==> config.mk <==
export PLATFORM = sky130hd
export DESIGN_NAME = axil_rq_requester
export DESIGN_NICKNAME = d
export VERILOG_FILES = /design/src/rtl/axil_rq_requester.sv
export SDC_FILE = /design/constraint.sdc
export NUM_CORES = 1
export LEC_CHECK = 0
export ABC_AREA = 1
export CORE_AREA = 2 2 525 527
export DETAILED_ROUTE_END_ITERATION = 7
export DIE_AREA = 0 0 527 529
export MAX_ROUTING_LAYER = met4
export PLACE_DENSITY = 0.3
export SYNTH_ARGS = -nofsm -noshare
export SYNTH_HDL_FRONTEND = slang
export SYNTH_SLANG_ARGS = --single-unit
==> constraint.sdc <==
create_clock -name clk -period 2.2 [get_ports clk]
set_clock_uncertainty 0.05 [all_clocks]
set_input_delay 0.44 -clock clk [delete_from_list [all_inputs] [get_ports clk]]
set_output_delay 0.44 -clock clk [all_outputs]
set_load 0.03 [all_outputs]
==> src/rtl/axil_rq_requester.sv <==
// axil_rq_requester: AXI-Lite programmed single-DW PCIe MWr/MRd requester.
// The processor loads address/data registers, rings CTRL.START, and the block
// emits one RQ beat; reads then wait for the tag-matched RC completion.
// Ports:
//   clk, rst          - clock; synchronous active-low reset
//   s_axi_*           - AXI-Lite register slave (8-bit byte address, 32-bit data)
//   m_axis_rq_*       - single-beat RQ request stream to the PCIe core
//   s_axis_rc_*       - RC completion stream from the PCIe core (always ready)
module axil_rq_requester #(
  parameter logic [15:0] REQUESTER_ID   = 16'h0000,
  parameter logic [15:0] TIMEOUT_CYCLES = 16'd50000
) (
  input  logic         clk,
  input  logic         rst,
  input  logic [7:0]   s_axi_awaddr,
  input  logic         s_axi_awvalid,
  output logic         s_axi_awready,
  input  logic [31:0]  s_axi_wdata,
  input  logic [3:0]   s_axi_wstrb,
  input  logic         s_axi_wvalid,
  output logic         s_axi_wready,
  output logic [1:0]   s_axi_bresp,
  output logic         s_axi_bvalid,
  input  logic         s_axi_bready,
  input  logic [7:0]   s_axi_araddr,
  input  logic         s_axi_arvalid,
  output logic         s_axi_arready,
  output logic [31:0]  s_axi_rdata,
  output logic [1:0]   s_axi_rresp,
  output logic         s_axi_rvalid,
  input  logic         s_axi_rready,
  output logic [511:0] m_axis_rq_tdata,
  output logic [63:0]  m_axis_rq_tkeep,
  output logic         m_axis_rq_tlast,
  output logic [136:0] m_axis_rq_tuser,
  output logic         m_axis_rq_tvalid,
  input  logic         m_axis_rq_tready,
  input  logic [511:0] s_axis_rc_tdata,
  input  logic         s_axis_rc_tvalid,
  output logic         s_axis_rc_tready
);

  localparam int unsigned DATA_W = 512;
  localparam int unsigned KEEP_W = 64;
  localparam int unsigned USER_W = 137;

  localparam logic [5:0] REG_ADDR_LO = 6'd0;
  localparam logic [5:0] REG_ADDR_HI = 6'd1;
  localparam logic [5:0] REG_WDATA   = 6'd2;
  localparam logic [5:0] REG_CTRL    = 6'd3;
  localparam logic [5:0] REG_STATUS  = 6'd4;
  localparam logic [5:0] REG_RDATA   = 6'd5;
  localparam logic [5:0] REG_TAG     = 6'd6;

  typedef enum logic [1:0] {IDLE, SEND, WAIT_RC} state_t;

  state_t        state_q, state_d;
  logic [31:0]   addr_lo_q, addr_hi_q, wdata_q, rdata_q, axi_rdata_q;
  logic [7:0]    tag_q;
  logic [15:0]   tmo_cnt_q;
  logic          is_read_q, done_q, err_q;
  logic          bvalid_q, rvalid_q;
  logic [1:0]    bresp_q;

  logic          busy_c, send_c;
  logic          wr_hs_c, wr_prot_c, wr_ok_c, start_c;
  logic          rd_hs_c, status_rd_c;
  logic [5:0]    wr_idx_c;
  logic [31:0]   rd_data_c;
  logic          rc_match_c, rc_ok_c, rc_bad_c, timeout_c, rq_fire_c;
  logic          set_done_c, set_err_c;
  logic [DATA_W-1:0] rq_data_c;
  logic          unused_c;

  // Byte-lane merge for strobed register writes
  function automatic logic [31:0] apply_strb(input logic [31:0] old,
                                             input logic [31:0] din,
                                             input logic [3:0]  strb);
    logic [31:0] res;
    res = old;
    for (int i = 0; i < 4; i++) begin
      if (strb[i]) res[8*i +: 8] = din[8*i +: 8];
    end
    return res;
  endfunction

  assign busy_c   = (state_q != IDLE);
  assign send_c   = (state_q == SEND);

  // AXI-Lite write channel: AW and W accepted together
  assign wr_hs_c       = s_axi_awvalid & s_axi_wvalid & ~bvalid_q;
  assign s_axi_awready = wr_hs_c;
  assign s_axi_wready  = wr_hs_c;
  assign wr_idx_c      = s_axi_awaddr[7:2];
  // Programming registers are locked while a request is in flight
  assign wr_prot_c     = busy_c & (wr_idx_c <= REG_CTRL);
  assign wr_ok_c       = wr_hs_c & ~wr_prot_c;
  assign start_c       = wr_ok_c & (wr_idx_c == REG_CTRL) & s_axi_wstrb[0] & s_axi_wdata[0];
  assign s_axi_bvalid  = bvalid_q;
  assign s_axi_bresp   = bresp_q;

  // AXI-Lite read channel
  assign rd_hs_c       = s_axi_arvalid & ~rvalid_q;
  assign s_axi_arready = ~rvalid_q;
  assign status_rd_c   = rd_hs_c & (s_axi_araddr[7:2] == REG_STATUS);
  assign s_axi_rvalid  = rvalid_q;
  assign s_axi_rdata   = axi_rdata_q;
  assign s_axi_rresp   = 2'b00;

  // Register read mux
  always_comb begin
    rd_data_c = '0;
    case (s_axi_araddr[7:2])
      REG_ADDR_LO: rd_data_c = addr_lo_q;
      REG_ADDR_HI: rd_data_c = addr_hi_q;
      REG_WDATA:   rd_data_c = wdata_q;
      REG_STATUS:  rd_data_c = {29'd0, err_q, done_q, busy_c};
      REG_RDATA:   rd_data_c = rdata_q;
      REG_TAG:     rd_data_c = {24'd0, tag_q};
      default:     rd_data_c = '0;
    endcase
  end

  // tag_q has already advanced past the issued tag once in WAIT_RC
  assign rc_match_c = (state_q == WAIT_RC) & s_axis_rc_tvalid &
                      (s_axis_rc_tdata[71:64] == (tag_q - 8'd1));

  // Next-state and event decode
  always_comb begin
    state_d   = state_q;
    rq_fire_c = 1'b0;
    rc_ok_c   = 1'b0;
    rc_bad_c  = 1'b0;
    timeout_c = 1'b0;
    case (state_q)
      IDLE: if (start_c) state_d = SEND;
      SEND: begin
        if (m_axis_rq_tready) begin
          rq_fire_c = 1'b1;
          state_d   = is_read_q ? WAIT_RC : IDLE;
        end
      end
      WAIT_RC: begin
        // A completion in the timeout cycle takes precedence
        if (rc_match_c) begin
          if ((s_axis_rc_tdata[45:43] == 3'd0) && (s_axis_rc_tdata[15:12] == 4'd0)) rc_ok_c = 1'b1;
          else rc_bad_c = 1'b1;
          state_d = IDLE;
        end else if (tmo_cnt_q == (TIMEOUT_CYCLES - 16'd1)) begin
          timeout_c = 1'b1;
          state_d   = IDLE;
        end
      end
      default: state_d = IDLE;
    endcase
  end

  assign set_done_c = (rq_fire_c & ~is_read_q) | rc_ok_c | rc_bad_c | timeout_c;
  assign set_err_c  = rc_bad_c | timeout_c;

  // State and register update; a same-cycle set beats a STATUS read clear
  always_ff @(posedge clk) begin
    if (!rst) begin
      state_q     <= IDLE;
      addr_lo_q   <= '0;
      addr_hi_q   <= '0;
      wdata_q     <= '0;
      rdata_q     <= '0;
      axi_rdata_q <= '0;
      tag_q       <= '0;
      tmo_cnt_q   <= '0;
      is_read_q   <= 1'b0;
      done_q      <= 1'b0;
      err_q       <= 1'b0;
      bvalid_q    <= 1'b0;
      bresp_q     <= 2'b00;
      rvalid_q    <= 1'b0;
    end else begin
      state_q <= state_d;
      if (wr_ok_c) begin
        case (wr_idx_c)
          REG_ADDR_LO: addr_lo_q <= apply_strb(addr_lo_q, s_axi_wdata, s_axi_wstrb) & 32'hFFFF_FFFC;
          REG_ADDR_HI: addr_hi_q <= apply_strb(addr_hi_q, s_axi_wdata, s_axi_wstrb);
          REG_WDATA:   wdata_q   <= apply_strb(wdata_q, s_axi_wdata, s_axi_wstrb);
          default: ;
        endcase
      end
      if (start_c) is_read_q <= s_axi_wdata[1];
      if (rq_fire_c) begin
        tag_q     <= tag_q + 8'd1;
        tmo_cnt_q <= '0;
      end else if (state_q == WAIT_RC) begin
        tmo_cnt_q <= tmo_cnt_q + 16'd1;
      end
      if (rc_ok_c) rdata_q <= s_axis_rc_tdata[127:96];
      if (set_done_c) done_q <= 1'b1;
      else if (start_c || status_rd_c) done_q <= 1'b0;
      if (set_err_c) err_q <= 1'b1;
      else if (start_c || status_rd_c) err_q <= 1'b0;
      if (wr_hs_c) begin
        bvalid_q <= 1'b1;
        bresp_q  <= wr_prot_c ? 2'b10 : 2'b00;
      end else if (s_axi_bready) begin
        bvalid_q <= 1'b0;
      end
      if (rd_hs_c) begin
        rvalid_q    <= 1'b1;
        axi_rdata_q <= rd_data_c;
      end else if (s_axi_rready) begin
        rvalid_q <= 1'b0;
      end
    end
  end

  // RQ descriptor; zero outside SEND so idle outputs stay quiet
  always_comb begin
    rq_data_c = '0;
    if (send_c) begin
      rq_data_c[63:2]   = {addr_hi_q, addr_lo_q[31:2]};
      rq_data_c[74:64]  = 11'd1;
      rq_data_c[78:75]  = is_read_q ? 4'b0000 : 4'b0001;
      rq_data_c[95:80]  = REQUESTER_ID;
      rq_data_c[103:96] = tag_q;
      if (!is_read_q) rq_data_c[159:128] = wdata_q;
    end
  end

  assign m_axis_rq_tdata  = rq_data_c;
  assign m_axis_rq_tkeep  = send_c ? (is_read_q ? KEEP_W'(64'hF) : KEEP_W'(64'h1F)) : '0;
  assign m_axis_rq_tlast  = send_c;
  assign m_axis_rq_tuser  = send_c ? USER_W'(4'hF) : '0;
  assign m_axis_rq_tvalid = send_c;
  assign s_axis_rc_tready = 1'b1;

  assign unused_c = ^{s_axi_awaddr[1:0], s_axi_araddr[1:0], s_axis_rc_tdata[511:128],
                      s_axis_rc_tdata[95:72], s_axis_rc_tdata[63:46], s_axis_rc_tdata[42:16],
                      s_axis_rc_tdata[11:0]};

endmodule

== Word-level counts from Yosys, hierarchy flattened ==
Cells that the tools add are included.

* Register bits: 191
* Input port bits: 573
* Output and inout port bits: 757
* Word-level logic and storage cells: 123

* Add/sub/neg operators: 3
* Order comparisons: 1
* Eq/ne operators: 15
* Muxes and demuxes: 34
* Bitwise logic cells: 21
* Reductions and logical operators: 26

{| class="wikitable"
|+ Operator list
! kind !! number
|-
| case mux 32 bit (6 select lines) || 1
|-
| 2-to-1 mux 74 bit || 1
|-
| 2-to-1 mux 32 bit || 2
|-
| AND reduction 3 bit || 13
|-
| 2-to-1 mux 24 bit || 1
|-
| 2-to-1 mux 1 bit || 19
|-
| == test 6 x 2 -> 1 bit, second input constant || 3
|-
| == test 6 x 3 -> 1 bit, second input constant || 3
|-
| adder 16 x 1 -> 16 bit, second input constant || 1
|-
| == test 16 bit, second input constant || 1
|-
| bitwise AND 1 bit || 12
|-
| == test 6 x 1 -> 1 bit, second input constant || 2
|-
| zero test 6 bit || 2
|-
| 2-to-1 mux 2 bit || 6
|-
| 2-to-1 mux 5 bit || 2
|-
| nonzero test 2 bit || 5
|-
| adder 8 x 1 -> 8 bit, second input constant || 1
|-
| == test 8 bit || 1
|-
| subtractor 8 x 1 -> 8 bit, second input constant || 1
|-
| <= comparator 6 x 2 -> 1 bit, second input constant || 1
|-
| case mux 2 bit (3 select lines) || 1
|-
| inverter 1 bit || 5
|-
| zero test 4 bit || 1
|-
| 2-to-1 mux 4 bit || 1
|-
| 10 further kinds || 14
|}

== Logic depth before layout (Yosys ltp) ==
Gate-level depths: netlist (run 1).

* Depth after elaboration: 10
* Gate-level depth with buffers: 14
* Gate-level depth less buffers: 14

== Worst setup path after synthesis (run 1) ==
OpenSTA, ideal clock, no wires.

* Path kind: flip-flop to output port
* Start: register state_q[0]
* End: output port m_axis_rq_tkeep[4]
* Arrival time: 2.069 ns
* Setup slack: -0.359 ns
* Stages on the path, launching flop included: 7
* Buffers on the path: 2
* Cell sequence: dfxtp_1 > inv_2 > nor2_2 > inv_1 > clkbuf_1 > nor2_1 > buf_4

* Word-level cells in the longest chain between the ends: 2

{| class="wikitable"
|+ Ends and longest elaborated chain
! what !! line !! RTL
|-
| from (decl) || 57 || <nowiki>state_t state_q, state_d;</nowiki>
|-
| from (signal assigned) || 179 || <nowiki>state_q <= state_d;</nowiki>
|-
| == test 2 x 1 -> 1 bit || 88 || <nowiki>assign send_c = (state_q == SEND);</nowiki>
|-
| via m_axis_rq_tlast || 34 || <nowiki>output logic m_axis_rq_tlast,</nowiki>
|-
| 2-to-1 mux 5 bit || 229 || <nowiki>assign m_axis_rq_tkeep = send_c ? (is_read_q ? KEEP_W'(64'hF) : KEEP_W'(64'h1F)) : '0;</nowiki>
|-
| to (decl) || 33 || <nowiki>output logic [63:0] m_axis_rq_tkeep,</nowiki>
|}

The timed path passes the listed nets, and every way through them passes these cells.

== Worst setup path after layout (run 1) ==
* Start: register state_q[0]
* End: output port m_axis_rq_tdata[45]

* Word-level cells in the longest chain between the ends: 2

{| class="wikitable"
|+ Ends and longest elaborated chain
! what !! line !! RTL
|-
| == test 2 x 1 -> 1 bit || 88 ||
|-
| 2-to-1 mux 74 bit || 218 || <nowiki>if (send_c) begin</nowiki>
|-
| to (decl) || 32 || <nowiki>output logic [511:0] m_axis_rq_tdata,</nowiki>
|}

Every way passes these cells.

==> results of run 1 <==
==> area by class of cell <==
class	count	area (µm²)
sequential	190	3810
clock inverter	15	218
inverter	168	661
multi-input combinational	1516	6920
tap	3589	4490
antenna	18	45.0
clock buffer	17	425
timing repair buffer	383	4980
fill	32019	251000
==> logic make-up after synthesis <==
family / after synthesis / share of synthesized area
other: 2 / 0.000557
DFF: 190 / 0.282
adders and majority gates: 3 / 0.00279
xor gates and xnor gates: 7 / 0.00455
buffers and inverters: 850 / 0.412
AOI/OAI and AO/OA: 326 / 0.127
and+or+nand+nor: 576 / 0.172
==> synthesized netlist by cell type (all sizes together) <==
cell type	instances
conb	2
xnor2	3
o31ai	1
o22ai	29
clkinv	1
o21a	1
nand2	239
nand4	7
inv	167
or2	2
clkbuf	47
ha	3
dfxtp	190
o211ai	1
nand3b	2
o221ai	6
nor4	2
a41oi	1
xor2	4
o21ai	167
o2111ai	1
nor3b	1
a21oi	119
nand3	19
nor3	15
nor2	289
buf	635
==> worst paths after layout <==
| kind | end | slack, ns |
|---|---|---|
| setup / recovery | m_axis_rq_tdata[45] | -0.23 |
| hold / removal | rdata_q[1] | 0.34 |
| setup reg to reg | rdata_q[22] | 0.13 |
| hold reg to reg | s_axi_rdata[8] | 0.42 |
==> worst max-delay path, cell delays in order (launching register included) <==
cell and delay, ns:
dfxtp_2 0.35, inv_2 0.05, nor2_4 0.22, inv_8 0.10, buf_16 0.19, nor2_2 0.24, buf_12 0.14
==> per-stage QoR <==
stage               power [W]  hold slack [ns]  setup WS, ns  instance area [µm²]
global placement      0.00551            0.406         -1.13                19900
floorplan             0.00586            0.394       -0.0585                15700
detailed placement    0.00551            0.410         -1.14                19900
global route          0.00954            0.310        -0.340                21500
finish                0.00911            0.341        -0.234                21600
CTS                   0.00936            0.273        -0.345                21200
==> registers in the layout, summed over array words and instances, names as in the netlist, 2 cells and up <==
signal       flops
tag_q            8
rdata_q         32
wdata_q         32
addr_hi_q       32
state_q          2
tmo_cnt_q       16
addr_lo_q       30
s_axi_rdata     32
==> power groups by stage <==
stage | Combinational, W | Sequential [W] | Clock (W)
3_3_place_gp | 0.00198 | 0.00353 | 0
4_1_cts | 0.00200 | 0.00345 | 0.00392
5_1_grt | 0.00211 | 0.00345 | 0.00398
3_5_place_dp | 0.00198 | 0.00353 | 0
6_report | 0.00200 | 0.00345 | 0.00366
2_1_floorplan | 0.00232 | 0.00354 | 0
==> timing repair <==
action,in CTS,in global routing
buffers inserted,9,5
resized for setup,138,53
pin swaps,5,12
gates cloned,6,5
setup endpoints to repair,196,158
==> metal layers <==
layer  vias up  GRT usage
li1       5565          -
met1      5329     0.0560
met2       620     0.0975
met3        53     0.0168
met4         0     0.0148
met5         -          -
==> results.toml, run 1 <==
[power_and_ir_drop]
power_leakage_nw = 7.81
netSwitchingPower_w = 0.00378
p_clk_frac = 0.402
power.density_nw_per_um2 = 423
pwr-share-comb = 0.220
p_int_w = 0.00534
seqPwrFrac = 0.378
swShare = 0.415
ir_worst_vdd_v = 0.000569

[cts]
cts_root_buf = "clkbuf_16"
clk_pin_slew_ns = 0.09
tritoncts = "done"
clk_path_buf_depth = 2
numCtsBuffers = 17
h-tree-depth = 4
clk_latency_ns = 0.53
numClockSinks = 190
cts_hold_buf = 0

[flow_run]
drv_cap = 0

[floorplanning]
dieArea_um2 = 279000
start_util = 0.0494
boundaryPins = 1330
fp-row-count = 192
core_region_area_um2 = 273000
die_w_um = 527
fp.dieH_um = 529

[placed_design]
portBuffers = 256
hpwl_um = 60400
gp_congestion = 0.706
dp.cells = 5823

[sta]
period_share = 1.11
rsz0062_at_grt = "true"
finalSetupViolations = 104
hold_violations = 0
setup_ws_ns = -0.234
report.final.slew_viol_count = 0
slew_headroom = 0.560
worst_slew_pin_slew_ns = 0.660
setup-tns-final_ns = -15.59
fmax_mhz = 411
period_needed_ns = 2.43

[global_routing]
grt_usage = 0.0540
antenna_found_initial = 50
grt_overflow = 0
grt_max_degree = 57
grt_pass1_wl_um = 96300
grt_pass1_vias = 10150

[outcome]
failed_checks = "negative setup slack"
status = "finished, violations left"

[finish]
utilization = 0.0790
final_common_cell = "conb_1"
area_growth_pct = 60.0
stdcell_count = 5896
final_nets = 2852
drive_above_1_share = 0.183
mostFrequentLayoutCells = "conb_1 (604), nand2_1 (228), nor2_1 (204), dfxtp_1 (186), o21ai_0 (153)"

[hold_path]
hold_class = "in2reg"
hold_depth = 3
hold_start = "rst"

[detailed_routing]
viasPerCell = 1.96
dr_wl_met2_um = 41100
drtIter0Drc = 420
wl_um = 78100
highest_layer = "met4"
wl_met3_um = 4300
antenna_left = 0
firstDrtPassIters = 5
vias = 11567
wl_met1_um = 31500
wl_per_cell_um = 13.3
drcViolationCount = 0

[yosys]
netlist_instances = 1954
seq_area_frac_synth = 0.282
synth_top_cell_area_share = 0.344
yosys-top-cells-area = "buf_4 (34%), dfxtp_1 (28%), nor2_1 (7.9%)"
syn_area_um2 = 13500
synth_top_area_cell = "buf_4"
synth_cell_types = 41
syn_area_per_cell_um2 = 6.89
yosys_warnings = 0
ys_seq_elements = 190

[critical_path]
crit_required_ns = 1.71
worst-path-max-fanout = 31
start_kind = "flip-flop"
endpoint_kind = "output port"
worstSetupPathType = "reg2out"
setup.worst_path.start = "state_q[0]"
r2r-start = "state_q[0]"
cp_data_arrival_time_ns = 1.94
rr_worst_depth = 14
Power figures use the tool's default switching activity.
==> inputs of run 2 (changes only) <==
--- a/config.mk
+++ b/config.mk
@@ -6,6 +6,7 @@
 export NUM_CORES = 1
 export LEC_CHECK = 0
 export ABC_AREA = 1
+export ABC_CLOCK_PERIOD_IN_PS = 2200
 export CORE_AREA = 2 2 525 527
 export DETAILED_ROUTE_END_ITERATION = 7
 export DIE_AREA = 0 0 527 529
==> results of run 2 <==
Same layout as run 1: the final DEF is identical, and so are final timing and power.
==> inputs of run 3 (changes only) <==
--- a/config.mk
+++ b/config.mk
@@ -15,3 +15,4 @@
 export SYNTH_ARGS = -nofsm -noshare
 export SYNTH_HDL_FRONTEND = slang
 export SYNTH_SLANG_ARGS = --single-unit
+export TNS_END_PERCENT = 5
==> run 3 against run 2 <==
Against the previous run: the flow still finishes with violations (negative setup slack); cell area is 2.9% lower; worst hold slack worse by 0.0060 ns; total power is 0.28% lower; highest routed layer unchanged; sequential power hardly changed; final cell count is 0.34% lower; combinational power hardly changed; critical endpoint unchanged; sequential cell count stayed put; largest cell class unchanged; via count is 1.3% lower.
==> results.toml, run 3 (synthesis gave the netlist of run 1 again) <==
[critical_path]
cp_num_buf_inv = 4
crit_required_ns = 1.71
slowest_stage = "dfxtp_2"
start_kind = "flip-flop"
crit_top_cell = "buf_12"
cp_top_family = "simple AND/OR/NAND/NOR gates"
cp_data_arrival_time_ns = 2.00
worst-path-max-fanout = 62
endpoint_kind = "output port"
path_cells = "inv_2 > nor2_4 > inv_4 > buf_12 > nor2_2 > buf_12"
cp_slowest_stage_delay_ns = 0.37
worstSetupPathType = "reg2out"

[sta]
period_needed_ns = 2.49
setup_ws_ns = -0.285
period_share = 1.13
finalSetupViolations = 105
slew_headroom = 0.567
worst_slew_pin_slew_ns = 0.649
setup-tns-final_ns = -18.37
hold_violations = 0
holdWs_ns = 0.335
report.final.slew_viol_count = 0
rsz0062_at_grt = "true"
fmax_mhz = 402

[floorplanning]
fp-row-count = 192
fp.dieH_um = 529
die_w_um = 527
core_region_area_um2 = 273000
dieArea_um2 = 279000
boundaryPins = 1330
start_util = 0.0494

[finish]
utilization = 0.0767
nFillCells = 32065
area_growth_pct = 55.3
drive_above_1_share = 0.181
mostFrequentLayoutCells = "conb_1 (604), nand2_1 (233), dfxtp_1 (188), nor2_1 (179), o21ai_0 (154)"
final_common_cell = "conb_1"
final_nets = 2830

[global_routing]
grt_usage = 0.0517
use_met3 = 0.0168
use_met2 = 0.0927
grt_overflow = 0
antenna_found_initial = 48
busiest_layer = "met2"
grtUsageMet1 = 0.0533
grt_pass1_wl_um = 92700
grt_pass1_vias = 10060
grt_max_degree = 63

[placed_design]
hpwl_um = 60400
portBuffers = 256
gp_congestion = 0.706
dp_slack_ns = -1.14

[cts]
tritoncts = "done"
numClockSinks = 190
h-tree-depth = 4
clk_pin_slew_ns = 0.09
clk_latency_ns = 0.53
cts_root_buf = "clkbuf_16"
cts_hold_buf = 0
numCtsBuffers = 17
clk_path_buf_depth = 2

[detailed_routing]
wl_per_cell_um = 12.4
antenna_left = 0
viasPerCell = 1.94
drcViolationCount = 0
vias = 11418
wl_um = 72800
firstDrtPassIters = 6
drtIter0Drc = 392

[flow_run]
drv_cap = 0

[power_and_ir_drop]
pwr-share-comb = 0.219
power_leakage_nw = 7.58
swShare = 0.413
finalPower_w = 0.00909
p_clk_frac = 0.401
power.density_nw_per_um2 = 434
netSwitchingPower_w = 0.00375
ir_worst_vdd_v = 0.000570
seqPwrFrac = 0.380
p_int_w = 0.00533

[hold_path]
hold_class = "in2reg"

[outcome]
status = "finished, violations left"
failed_checks = "negative setup slack"
-- run 3: changes by cell type in the layout (fill, tap and decap cells not counted), moves of 3 or more --
cell       change
nor2_1        -25
buf_12         -3
buf_4          -5
inv_1          +3
nor2_2        +67
buf_6          -4
nand2_1        +5
clkbuf_16      -3
nand2_2        -3
nor2_4        -42
buf_16         -6
-- run 3: repair_timing --
action / CTS / global route
pin swaps: 3 / 2
endpoints found under the hold margin: 0 / 0
buffers inserted: 2 / 0
gates cloned: 0 / 0
resized for setup: 124 / 13
endpoints found under the setup margin: 196 / 164
-- run 3: per-stage QoR --
step,area [µm²],std cells
final,20900,5876
after global routing,20900,5873
after CTS,20800,5856
after detailed placement,19900,5823
after global placement,19900,5823
after floorplan,15700,2556
-- run 3: worst paths after layout --
path / cells after the start / slack, ns / to / startpoint
hold / removal: 3 / 0.33 / rdata_q[2] / rst
setup reg to reg: 10 / -0.01 / rdata_q[22] / tag_q[0]
hold reg to reg: 2 / 0.42 / s_axi_rdata[18] / s_axi_rdata[18]
setup / recovery: 6 / -0.29 / m_axis_rq_tdata[45] / state_q[0]
-- run 3: cell type report --
class	count	area (µm²)	area share
multi-input cells	1516	6720	0.321
repair buffers	361	4570	0.218
well taps	3589	4490	0.215
flip-flops and latches	190	3810	0.182
inverters	168	638	0.0305
clock buffers	17	425	0.0203
clock inverters	15	218	0.0104
diodes	20	50.0	0.00239
-- run 3: routing by layer --
metal / routed length [µm] / share of wire
met2: 38400 / 0.53
met3: 4130 / 0.057
met1: 29000 / 0.40
met4: 1330 / 0.018
met5: 0 / 0
-- run 3: worst min-delay path: cells and delay by family --
| kind | cells | cell delay [ns] |
|---|---|---|
| AND/OR/NAND/NOR | 2 | 0.16 |
| buffers and inverters | 1 | 0.22 |
-- run 3: power groups by stage --
stage / Combinational, W / Sequential [W] / Clock, W
after floorplan: 0.00232 / 0.00354 / 0
after global placement: 0.00198 / 0.00353 / 0
after detailed placement: 0.00198 / 0.00353 / 0
after CTS: 0.00199 / 0.00345 / 0.00392
after global routing: 0.00210 / 0.00345 / 0.00398
final: 0.00199 / 0.00345 / 0.00365
